<file path="config.mk">
export PLATFORM = sky130hd
export DESIGN_NAME = uart_tx_buffered
export DESIGN_NICKNAME = d
export VERILOG_FILES = /design/src/rtl/uart_pkg.sv /design/src/rtl/uart_fifo.sv /design/src/rtl/uart_tx_buffered.sv
export SDC_FILE = /design/constraint.sdc
export NUM_CORES = 1
export LEC_CHECK = 0
export CAP_MARGIN = 40
export CORE_UTILIZATION = 35
export CTS_CLUSTER_SIZE = 14
export DETAILED_ROUTE_END_ITERATION = 16
export PLACE_DENSITY = 0.54
export SYNTH_ARGS = -nofsm -noshare
export SYNTH_HDL_FRONTEND = slang
export SYNTH_SLANG_ARGS = --single-unit
</file>
<file path="constraint.sdc">
create_clock -name clock -period 8.53 [get_ports clock]
set_clock_uncertainty 0.05 [all_clocks]
set_input_delay 1.706 -clock clock [delete_from_list [all_inputs] [get_ports clock]]
set_output_delay 1.706 -clock clock [all_outputs]
set_load 0.1 [all_outputs]
</file>
<file path="src/rtl/uart_pkg.sv">
// uart_pkg: shared definitions for the UART transmit (and future receive) path.
//   PARITY_NONE/EVEN/ODD : values for the PARITY parameter
//   tx_state_t           : transmitter FSM states
//   clog2()              : ceiling log2 for sizing counters and pointers
//   baud_divisor()       : clocks per bit period
package uart_pkg;

   localparam int unsigned PARITY_NONE = 0;
   localparam int unsigned PARITY_EVEN = 1;
   localparam int unsigned PARITY_ODD  = 2;

   typedef enum logic [2:0] {
      ST_IDLE,
      ST_START,
      ST_DATA,
      ST_PARITY,
      ST_STOP
   } tx_state_t;

   function automatic int unsigned clog2(input int unsigned value);
      int unsigned result;
      result = 0;
      for (int unsigned span = 1; span < value; span = span * 2) begin
         result = result + 1;
      end
      return result;
   endfunction

   function automatic int unsigned baud_divisor(input int unsigned clock_freq,
                                                input int unsigned baud_rate);
      return clock_freq / baud_rate;
   endfunction

endpackage

</file>
<file path="src/rtl/uart_fifo.sv">
// uart_fifo: synchronous FIFO, one clock, registered full/empty flags.
//   clock     in   rising-edge clock
//   reset     in   asynchronous, active-low; empties the FIFO
//   push      in   write strobe, ignored while full
//   push_data in   WIDTH word to store
//   pop       in   read strobe, ignored while empty
//   pop_data  out  word at the head (valid while !empty)
//   full      out  no free entry
//   empty     out  no stored entry
module uart_fifo
   import uart_pkg::*;
#(
   parameter int unsigned WIDTH = 8,
   parameter int unsigned DEPTH = 16
) (
   input  logic             clock,
   input  logic             reset,
   input  logic             push,
   input  logic [WIDTH-1:0] push_data,
   input  logic             pop,
   output logic [WIDTH-1:0] pop_data,
   output logic             full,
   output logic             empty
);

   localparam int unsigned AW = clog2(DEPTH);

   logic [WIDTH-1:0] mem [DEPTH];
   logic [AW:0]      wr_ptr;
   logic [AW:0]      rd_ptr;
   logic [AW:0]      wr_nxt;
   logic [AW:0]      rd_nxt;
   logic             do_push;
   logic             do_pop;

   assign do_push  = push & ~full;
   assign do_pop   = pop & ~empty;
   assign wr_nxt   = wr_ptr + (AW+1)'(do_push);
   assign rd_nxt   = rd_ptr + (AW+1)'(do_pop);
   assign pop_data = mem[rd_ptr[AW-1:0]];

   // Extra MSB on each pointer tells a full ring from an empty one.
   always_ff @(posedge clock or negedge reset) begin
      if (!reset) begin
         wr_ptr <= '0;
         rd_ptr <= '0;
         full   <= 1'b0;
         empty  <= 1'b1;
      end else begin
         wr_ptr <= wr_nxt;
         rd_ptr <= rd_nxt;
         full   <= (wr_nxt[AW] != rd_nxt[AW]) && (wr_nxt[AW-1:0] == rd_nxt[AW-1:0]);
         empty  <= (wr_nxt == rd_nxt);
      end
   end

   always_ff @(posedge clock) begin
      if (do_push) begin
         mem[wr_ptr[AW-1:0]] <= push_data;
      end
   end

endmodule

</file>
<file path="src/rtl/uart_tx_buffered.sv">
// uart_tx_buffered: FIFO-buffered UART transmitter with configurable framing.
//   clock             in   system clock, rising edge
//   reset             in   asynchronous, active-low
//   read_data         in   DATA_BITS word to queue
//   read_clock_enable in   write strobe, accepted when ready=1
//   ready             out  FIFO can accept a word
//   tx                out  serial line, idle high
//   uart_clock        out  one-cycle strobe on the last cycle of each bit on the line
//   busy              out  frame in progress or FIFO non-empty
//   overflow          out  sticky: write attempted while ready=0
module uart_tx_buffered
   import uart_pkg::*;
#(
   parameter int unsigned CLOCK_FREQ = 12_000_000,
   parameter int unsigned BAUD_RATE  = 115_200,
   parameter int unsigned DATA_BITS  = 8,
   parameter int unsigned PARITY     = 0,
   parameter int unsigned STOP_BITS  = 1,
   parameter int unsigned FIFO_DEPTH = 16
) (
   input  logic                 clock,
   input  logic                 reset,
   input  logic [DATA_BITS-1:0] read_data,
   input  logic                 read_clock_enable,
   output logic                 ready,
   output logic                 tx,
   output logic                 uart_clock,
   output logic                 busy,
   output logic                 overflow
);

   localparam int unsigned      DIVISOR   = baud_divisor(CLOCK_FREQ, BAUD_RATE);
   localparam int unsigned      DIV_W     = clog2(DIVISOR);
   localparam logic [DIV_W-1:0] DIV_LAST  = DIV_W'(DIVISOR - 1);
   localparam logic [3:0]       DATA_LAST = 4'(DATA_BITS - 1);
   localparam logic [3:0]       STOP_LAST = 4'(STOP_BITS - 1);

   if (DIVISOR < 2) begin : g_bad_divisor
      $error("uart_tx_buffered: CLOCK_FREQ/BAUD_RATE must be at least 2");
   end
   if (DATA_BITS < 5 || DATA_BITS > 9) begin : g_bad_data_bits
      $error("uart_tx_buffered: DATA_BITS must be 5..9");
   end
   if (PARITY > PARITY_ODD) begin : g_bad_parity
      $error("uart_tx_buffered: PARITY must be 0, 1 or 2");
   end
   if (STOP_BITS < 1 || STOP_BITS > 2) begin : g_bad_stop_bits
      $error("uart_tx_buffered: STOP_BITS must be 1 or 2");
   end
   if (FIFO_DEPTH < 2 || (FIFO_DEPTH & (FIFO_DEPTH - 1)) != 0) begin : g_bad_depth
      $error("uart_tx_buffered: FIFO_DEPTH must be a power of two >= 2");
   end

   tx_state_t            state;
   tx_state_t            state_nxt;
   logic [DIV_W-1:0]     div_cnt;
   logic [3:0]           bit_cnt;
   logic [DATA_BITS-1:0] shreg;
   logic                 parity_bit;
   logic                 bit_tick;
   logic                 armed;
   logic                 tx_d;
   logic                 uclk_d;
   logic                 fifo_push;
   logic                 fifo_pop;
   logic                 fifo_full;
   logic                 fifo_empty;
   logic [DATA_BITS-1:0] fifo_rd;

   assign ready     = armed & ~fifo_full;
   assign fifo_push = read_clock_enable & ready;
   assign busy      = (state != ST_IDLE) | ~fifo_empty;
   assign bit_tick  = (div_cnt == DIV_LAST);

   uart_fifo #(
      .WIDTH (DATA_BITS),
      .DEPTH (FIFO_DEPTH)
   ) u_fifo (
      .clock     (clock),
      .reset     (reset),
      .push      (fifo_push),
      .push_data (read_data),
      .pop       (fifo_pop),
      .pop_data  (fifo_rd),
      .full      (fifo_full),
      .empty     (fifo_empty)
   );

   always_ff @(posedge clock or negedge reset) begin
      if (!reset) begin
         state <= ST_IDLE;
      end else begin
         state <= state_nxt;
      end
   end

   // Popping straight out of the last stop bit gives back-to-back frames.
   always_comb begin
      state_nxt = state;
      fifo_pop  = 1'b0;
      unique case (state)
         ST_IDLE: begin
            if (!fifo_empty) begin
               state_nxt = ST_START;
               fifo_pop  = 1'b1;
            end
         end
         ST_START: begin
            if (bit_tick) state_nxt = ST_DATA;
         end
         ST_DATA: begin
            if (bit_tick && bit_cnt == DATA_LAST) begin
               state_nxt = (PARITY != PARITY_NONE) ? ST_PARITY : ST_STOP;
            end
         end
         ST_PARITY: begin
            if (bit_tick) state_nxt = ST_STOP;
         end
         ST_STOP: begin
            if (bit_tick && bit_cnt == STOP_LAST) begin
               if (!fifo_empty) begin
                  state_nxt = ST_START;
                  fifo_pop  = 1'b1;
               end else begin
                  state_nxt = ST_IDLE;
               end
            end
         end
         default: state_nxt = ST_IDLE;
      endcase
   end

   always_ff @(posedge clock or negedge reset) begin
      if (!reset) begin
         div_cnt    <= '0;
         bit_cnt    <= '0;
         shreg      <= '0;
         parity_bit <= 1'b0;
      end else if (fifo_pop) begin
         div_cnt    <= '0;
         bit_cnt    <= '0;
         shreg      <= fifo_rd;
         parity_bit <= (^fifo_rd) ^ (PARITY == PARITY_ODD);
      end else if (state == ST_IDLE) begin
         div_cnt <= '0;
      end else if (bit_tick) begin
         div_cnt <= '0;
         if (state == ST_DATA) begin
            shreg   <= shreg >> 1;
            bit_cnt <= (bit_cnt == DATA_LAST) ? '0 : bit_cnt + 4'd1;
         end else if (state == ST_STOP) begin
            bit_cnt <= bit_cnt + 4'd1;
         end
      end else begin
         div_cnt <= div_cnt + DIV_W'(1);
      end
   end

   always_comb begin
      tx_d   = 1'b1;
      uclk_d = 1'b0;
      unique case (state)
         ST_START:  tx_d = 1'b0;
         ST_DATA:   tx_d = shreg[0];
         ST_PARITY: tx_d = parity_bit;
         default:   tx_d = 1'b1;
      endcase
      uclk_d = (state != ST_IDLE) && bit_tick;
   end

   // Line outputs are retimed one clock behind the FSM, so the start bit
   // appears two edges after the accepting write and uart_clock stays
   // aligned with the last cycle of each bit as seen on tx.
   always_ff @(posedge clock or negedge reset) begin
      if (!reset) begin
         tx         <= 1'b1;
         uart_clock <= 1'b0;
         armed      <= 1'b0;
         overflow   <= 1'b0;
      end else begin
         tx         <= tx_d;
         uart_clock <= uclk_d;
         armed      <= 1'b1;
         overflow   <= overflow | (read_clock_enable & ~ready);
      end
   end

endmodule

</file>
### Yosys cells after proc, flatten, opt, wreduce, memory -nomap -nowiden

Memories as Yosys holds them, arrays and structs flattened.
Cells that the tools add are included.

| word-level totals | value |
|---|---|
| register bits | 39 |
| memories kept | 1 |
| bits of input ports | 11 |
| memory bits (writable) | 128 |
| word-level logic and storage cells | 83 |

Memory list:

| memory | words | width | read ports | clocked after memory_dff | wr ports | line | RTL |
|---|---|---|---|---|---|---|---|
| u_fifo.mem | 16 | 8 | 1 | 0 | 1 | uart_fifo.sv:28 | `logic [WIDTH-1:0] mem [DEPTH];` |

| cells by class | value |
|---|---|
| muxes and demuxes | 26 |
| $add $sub $neg | 4 |
| equal/unequal tests | 15 |
| reductions and logical operators | 14 |
| bitwise operators | 10 |

Operators with widths:

| kind | number |
|---|---|
| 2-to-1 mux 8 bit | 4 |
| 2-to-1 mux 4 bit | 6 |
| 2-to-1 mux 7 bit | 3 |
| 2-to-1 mux 3 bit | 5 |
| one-hot mux 3 bit (5 select lines) | 1 |
| adder 5 x 1 -> 5 bit | 2 |
| != test 2 bit, second input constant | 5 |
| parity 8 bit | 1 |
| adder 7 x 1 -> 7 bit, second input constant | 1 |
| == test 7 bit, second input constant | 1 |
| == test 3 x 2 -> 1 bit, second input constant | 2 |
| AND reduction 3 bit | 2 |
| nonzero test 3 bit | 2 |
| AND 1 bit | 5 |
| == test 5 bit | 1 |
| 2-to-1 mux 1 bit | 5 |
| AND reduction 5 bit | 1 |
| adder 4 x 1 -> 4 bit, second input constant | 1 |
| == test 4 x 3 -> 1 bit, second input constant | 1 |
| == test 4 bit | 1 |
| logical AND 1 bit | 4 |
| zero test 4 bit | 1 |
| nonzero test 2 bit | 2 |
| == test 3 x 1 -> 1 bit, second input constant | 1 |
| 8 further kinds | 11 |

### Longest topological paths before layout

| depth | value |
|---|---|
| depth in word-level cells | 8 |
| depth in mapped cells | 12 |

### By module

Synthesis repeated with hierarchy kept, for this count alone.

| second synthesis, totals | value |
|---|---|
| cells, all modules | 401 |
| area, all modules | 6934.2 um^2 |

Modules (own cells, without submodules):

| module | area each (um^2) | times used | cells each |
|---|---|---|---|
| uart_fifo | 5484.0 | 1 | 268 |
| uart_tx_buffered | 1450.1 | 1 | 133 |

### Worst setup path after synthesis

No wires, ideal clock.

| timing path | value |
|---|---|
| path kind | reg-to-reg |
| start point | register u_fifo.full |
| end point | memory u_fifo.mem[0][0] (enable) |
| stages on the path, launching flop included | 6 |
| required time | 8.097 ns |
| setup time | 0.383 ns |
| clock period less this slack | 3.685 ns |
| path slack | 4.845 ns |
| data arrival time | 3.251 ns |
| path through | dfrtp_1 nor2b_1 and2_0 clkbuf_1 or3b_2 nor3_1 |

| on the way | value |
|---|---|
| word-level cells in the longest chain between the ends | 6 |

RTL lines:

| item | line | RTL |
|---|---|---|
| start, declared | uart_fifo.sv:22 | `output logic full,` |
| start signal, assigned | uart_fifo.sv:52 | `full <= (wr_nxt[AW] != rd_nxt[AW]) && (wr_nxt[AW-1:0] == rd_nxt[AW-1:0]);` |
| inverter 1 bit | uart_tx_buffered.sv:70 | `assign ready = armed & ~fifo_full;` |
| AND 1 bit | uart_tx_buffered.sv:70 |  |
| net ready | uart_tx_buffered.sv:25 | `output logic ready,` |
| AND 1 bit | uart_tx_buffered.sv:71 | `assign fifo_push = read_clock_enable & ready;` |
| AND 1 bit | uart_fifo.sv:36 | `assign do_push = push & ~full;` |
| 2-to-1 mux 1 bit | uart_fifo.sv:58 | `if (do_push) begin` |
| 2-to-1 mux 1 bit (implied by the code) | uart_fifo.sv:59 | `mem[wr_ptr[AW-1:0]] <= push_data;` |
| end, declared | uart_fifo.sv:28 |  |

The timed path passes the listed nets, and every way through them passes these cells.

### Worst setup path in the final report

| timing path | value |
|---|---|
| start point | register state[0] |
| end point | output busy |

| on the way | value |
|---|---|
| word-level cells in the longest chain between the ends | 2 |

RTL lines:

| item | line | RTL |
|---|---|---|
| start, declared | uart_tx_buffered.sv:54 | `tx_state_t state;` |
| start signal, assigned | uart_tx_buffered.sv:93 | `state <= state_nxt;` |
| nonzero test 3 bit | uart_tx_buffered.sv:72 | `assign busy = (state != ST_IDLE) \| ~fifo_empty;` |
| bitwise OR 1 bit | uart_tx_buffered.sv:72 |  |
| end, declared | uart_tx_buffered.sv:28 | `output logic busy,` |

No other way between the ends.

==> insert_results.sql <==
INSERT INTO impl_metrics (metric_group, metric, value, unit) VALUES
('grt', 'grt-ovfl-total', '0', ''),
('placed_design', 'globalplace.congestion', '0.734', ''),
('placed_design', 'placedInstanceArea', '0.00734', 'mm^2'),
('sta', 'timing.final.hold_violations', '0', ''),
('sta', 'setup_viol', '0', ''),
('worst_hold_path', 'hold_path_end', 'div_cnt[0]$_DFF_PN0_', ''),
('die', 'rows', '50', ''),
('clocking', 'clock-sinks', '167', ''),
('final_layout', 'final_nets', '446', ''),
('clocking', 'clock_insertion_delay_worst_skew', '0.43', 'ns'),
('final_layout', 'syn2layout_area_growth', '16.3', '%'),
('clocking', 'clk_transition_reported_paths', '0.07', 'ns'),
('critical_path', 'reg2regPathDepth', '12', ''),
('grt', 'maximum_number_of_pins_on_one_net_before_global_route_repair', '33', ''),
('synthesis', 'synth-async-reset-ratio', '23.4', '%'),
('clocking', 'cts-root-to-sink-buffers', '2', ''),
('grt', 'grt_pass1_vias', '3600', ''),
('job', 'max_cap_viol_count', '0', ''),
('critical_path', 'cp_slowest_stage_delay', '0.49', 'ns'),
('final_layout', 'final_design_area_no_fill', '0.00795', 'mm^2'),
('synthesis', 'number_of_unique_standard_cell_types_used_by_synthesis', '43', ''),
('synthesis', 'synth_enable_flop_cells', '128', ''),
('critical_path', 'ff2ff_setup_slack', '4.72', 'ns'),
('die', 'starting_density_of_the_core', '36.1', '%'),
('final_layout', 'final.fill_count', '1706', ''),
('route', 'ant_nets', '0', ''),
('grt', 'grt_pass1_wl', '20800', 'um'),
('route', 'route.detailed.drc', '0', ''),
('sta', 'maxSlewHeadroom', '43.4', '%'),
('clocking', 'cts_tree', 'yes', ''),
('route', 'route.detailed.wl_per_inst', '18.8', 'um'),
('synthesis', 'yosys_warnings', '0', ''),
('critical_path', 'worst-setup-path-type', 'register to output port', ''),
('synthesis', 'synth_top_family_by_area', 'multiplexers', ''),
('route', 'finalWirelength', '13200', 'um'),
('synthesis', 'synth_xor_xnor_area_share', '2.95', '%'),
('final_layout', 'utilization', '42.0', '%'),
('synthesis', 'syn-mean-instance-area', '17.1', 'um^2'),
('power_and_ir_drop', 'cellLeakagePower', '2.82', 'nW'),
('worst_hold_path', 'holdCritPathClass', 'register to register', ''),
('route', 'detailroute.via_count', '3460', ''),
('clocking', 'cts-htree-levels', '4', ''),
('final_layout', 'share_of_final_layout_standard_cells_stronger_than_drive_strength_1', '17.2', '%'),
('synthesis', 'synth_top_area_cell', 'sky130_fd_sc_hd__edfxtp_1', ''),
('synthesis', 'synth.area.top_cells', 'sky130_fd_sc_hd__edfxtp_1, sky130_fd_sc_hd__dfrtp_1, sky130_fd_sc_hd__mux4_2', ''),
('synthesis', 'netlist_instances', '400', ''),
('synthesis', 'synth_top_flop_cell', 'sky130_fd_sc_hd__edfxtp_1', ''),
('die', 'io_pins', '16', ''),
('clocking', 'cts-resized-gates', '0', ''),
('synthesis', 'synth_seq_area_share', '70.5', '%'),
('synthesis', 'syn-cell-area', '0.00684', 'mm^2'),
('die', 'placeableCoreArea', '0.0190', 'mm^2'),
('power_and_ir_drop', 'vdd.ir_drop.worst', '0.139', 'mV'),
('run_status', 'outcome', 'complete, no violations', ''),
('critical_path', 'setup.worst_path.end_class', 'output port', ''),
('synthesis', 'complex_gate_fraction_of_the_synthesized_area', '3.95', '%'),
('sta', 'setup_total_negative_slack', '0', 'ns'),
('sta', 'worst-slew-pin-transition', '0.842', 'ns'),
('die', 'fp.dieW', '142', 'um'),
('route', 'drt_pre_antenna_iters', '4', ''),
('synthesis', 'synthDominantCellAreaShare', '56.2', '%'),
('critical_path', 'crit_chain', 'nor3_1 > buf_2 > nand2_1 > clkdlybuf4s50_1 > buf_8', ''),
('route', 'route.detailed.vias_per_inst', '4.94', ''),
('critical_path', 'reg2reg_to', 'u_fifo.empty$_DFF_PN1_', ''),
('die', 'die_area', '0.0201', 'mm^2'),
('synthesis', 'mappedNetlistNets', '418', ''),
('synthesis', 'postSynthRegisterBits', '167', ''),
('critical_path', 'crit_path_start_kind', 'register', ''),
('worst_hold_path', 'hold_path_startpoint', 'div_cnt[0]$_DFF_PN0_', ''),
('grt', 'antenna_violations_before_repair', '0', ''),
('placed_design', 'detailed_place_hpwl', '8390', 'um');
## synthesized netlist by cell type, types with 4 or more instances
master,count
sky130_fd_sc_hd__edfxtp_1,128
sky130_fd_sc_hd__dfrtp_1,37
sky130_fd_sc_hd__nor2_1,27
sky130_fd_sc_hd__mux4_2,23
sky130_fd_sc_hd__nand2_1,19
sky130_fd_sc_hd__a22oi_1,16
sky130_fd_sc_hd__xnor2_1,12
sky130_fd_sc_hd__a21oi_1,11
sky130_fd_sc_hd__nor3_1,11
sky130_fd_sc_hd__xor2_1,11
sky130_fd_sc_hd__nand3_1,10
sky130_fd_sc_hd__clkbuf_1,9
sky130_fd_sc_hd__mux4_1,9
sky130_fd_sc_hd__o21ai_0,8
sky130_fd_sc_hd__ha_1,7
sky130_fd_sc_hd__inv_1,7
sky130_fd_sc_hd__mux2i_1,7
sky130_fd_sc_hd__nor2b_1,6
sky130_fd_sc_hd__nand2b_1,5
sky130_fd_sc_hd__buf_6,4
## cell usage in the layout, fill, tap and decap left out, drive strengths merged, types with 5 or more instances in the layout
| cell type | synthesis | routed |
|---|---|---|
| o21ai | 9 | 9 |
| a21oi | 11 | 11 |
| nand3 | 10 | 10 |
| buf | 9 | 15 |
| xor2 | 11 | 11 |
| edfxtp | 128 | 128 |
| nand2b | 5 | 5 |
| mux2i | 7 | 7 |
| clkbuf | 9 | 17 |
| inv | 7 | 16 |
| a22oi | 16 | 16 |
| xnor2 | 12 | 12 |
| dfrtp | 37 | 37 |
| ha | 7 | 7 |
| mux4 | 32 | 32 |
| nand2 | 19 | 19 |
| clkdlybuf4s50 | 0 | 14 |
| nor2 | 27 | 27 |
| nor3 | 11 | 11 |
| nor2b | 6 | 6 |
## layout make-up
cell class / instances / area, um^2 / area share, %
clock buffer: 17 / 425 / 5.35
inverter: 7 / 26.3 / 0.330
timing repair buffer: 29 / 320 / 4.03
sequential: 167 / 4820 / 60.7
multi-input combinational: 206 / 1850 / 23.3
tap: 260 / 325 / 4.09
clock inverter: 15 / 181 / 2.28
## sequential cells by signal (all words and copies together) (netlist names)
name           cells
u_fifo.mem       128
armed              1
u_fifo.empty       1
uart_clock         1
u_fifo.full        1
bit_cnt            4
state              3
tx                 1
parity_bit         1
u_fifo.wr_ptr      5
shreg              8
overflow           1
div_cnt            7
u_fifo.rd_ptr      5
## how the worst max path moves through the flow
stage,startpoint,to,slack (ns),cells past startpoint
after floorplan,u_fifo.full$_DFF_PN0_,u_fifo.mem[0][0]$_DFFE_PP_,4.85,5
after global placement,read_clock_enable,u_fifo.mem[0][3]$_DFFE_PP_,4.25,4
after detailed placement,read_clock_enable,u_fifo.mem[8][1]$_DFFE_PP_,4.39,4
after CTS,bit_cnt[0]$_DFFE_PN0P_,u_fifo.empty$_DFF_PN1_,4.65,12
after global routing,bit_cnt[0]$_DFFE_PN0P_,u_fifo.empty$_DFF_PN1_,4.40,12
final,state[0]$_DFFE_PN0P_,busy,4.71,5
## kinds of logic (layout without fill, tap and decap cells)
kind of cell    Yosys count  in the layout
compound gates           42             42
xor+xnor                 23             23
mux                      39             39
other cells               1              1
simple gates             94             94
flops                   167            167
fa+ha+maj                 7              7
buf+inv                  27             68
## critical path: cells and delay by family (launching register included)
kind | cells | cell delay, ns
buf+inv | 3 | 0.87
flops | 1 | 0.49
simple gates | 2 | 0.28
## report_power, final
part / internal, mW / switching (mW)
clock network: 0.423 / 0.357
registers: 0.924 / 0.0330
logic: 0.0463 / 0.0733
## metal layers
| metal | track usage, % | vias up | share of wire (%) |
|---|---|---|---|
| met5 | 0 | - | 0 |
| met4 | 4.07 | 0 | 0.35 |
| met3 | 3.85 | 2 | 5.8 |
| met2 | 22.9 | 72 | 49 |
| met1 | 19.9 | 1786 | 44 |
| li1 | - | 1600 | - |
## stage by stage
stage | std cells | hold WS [ns] | total power [mW] | worst slack [ns]
after floorplan | 400 | 0.385 | 1.04 | 4.85
after global placement | 658 | 0.403 | 1.09 | 4.25
after detailed placement | 668 | 0.409 | 1.10 | 4.39
after CTS | 700 | 0.419 | 1.88 | 4.65
after global routing | 701 | 0.450 | 1.92 | 4.40
final | 701 | 0.413 | 1.86 | 4.71
Power figures use the tool's default switching activity.
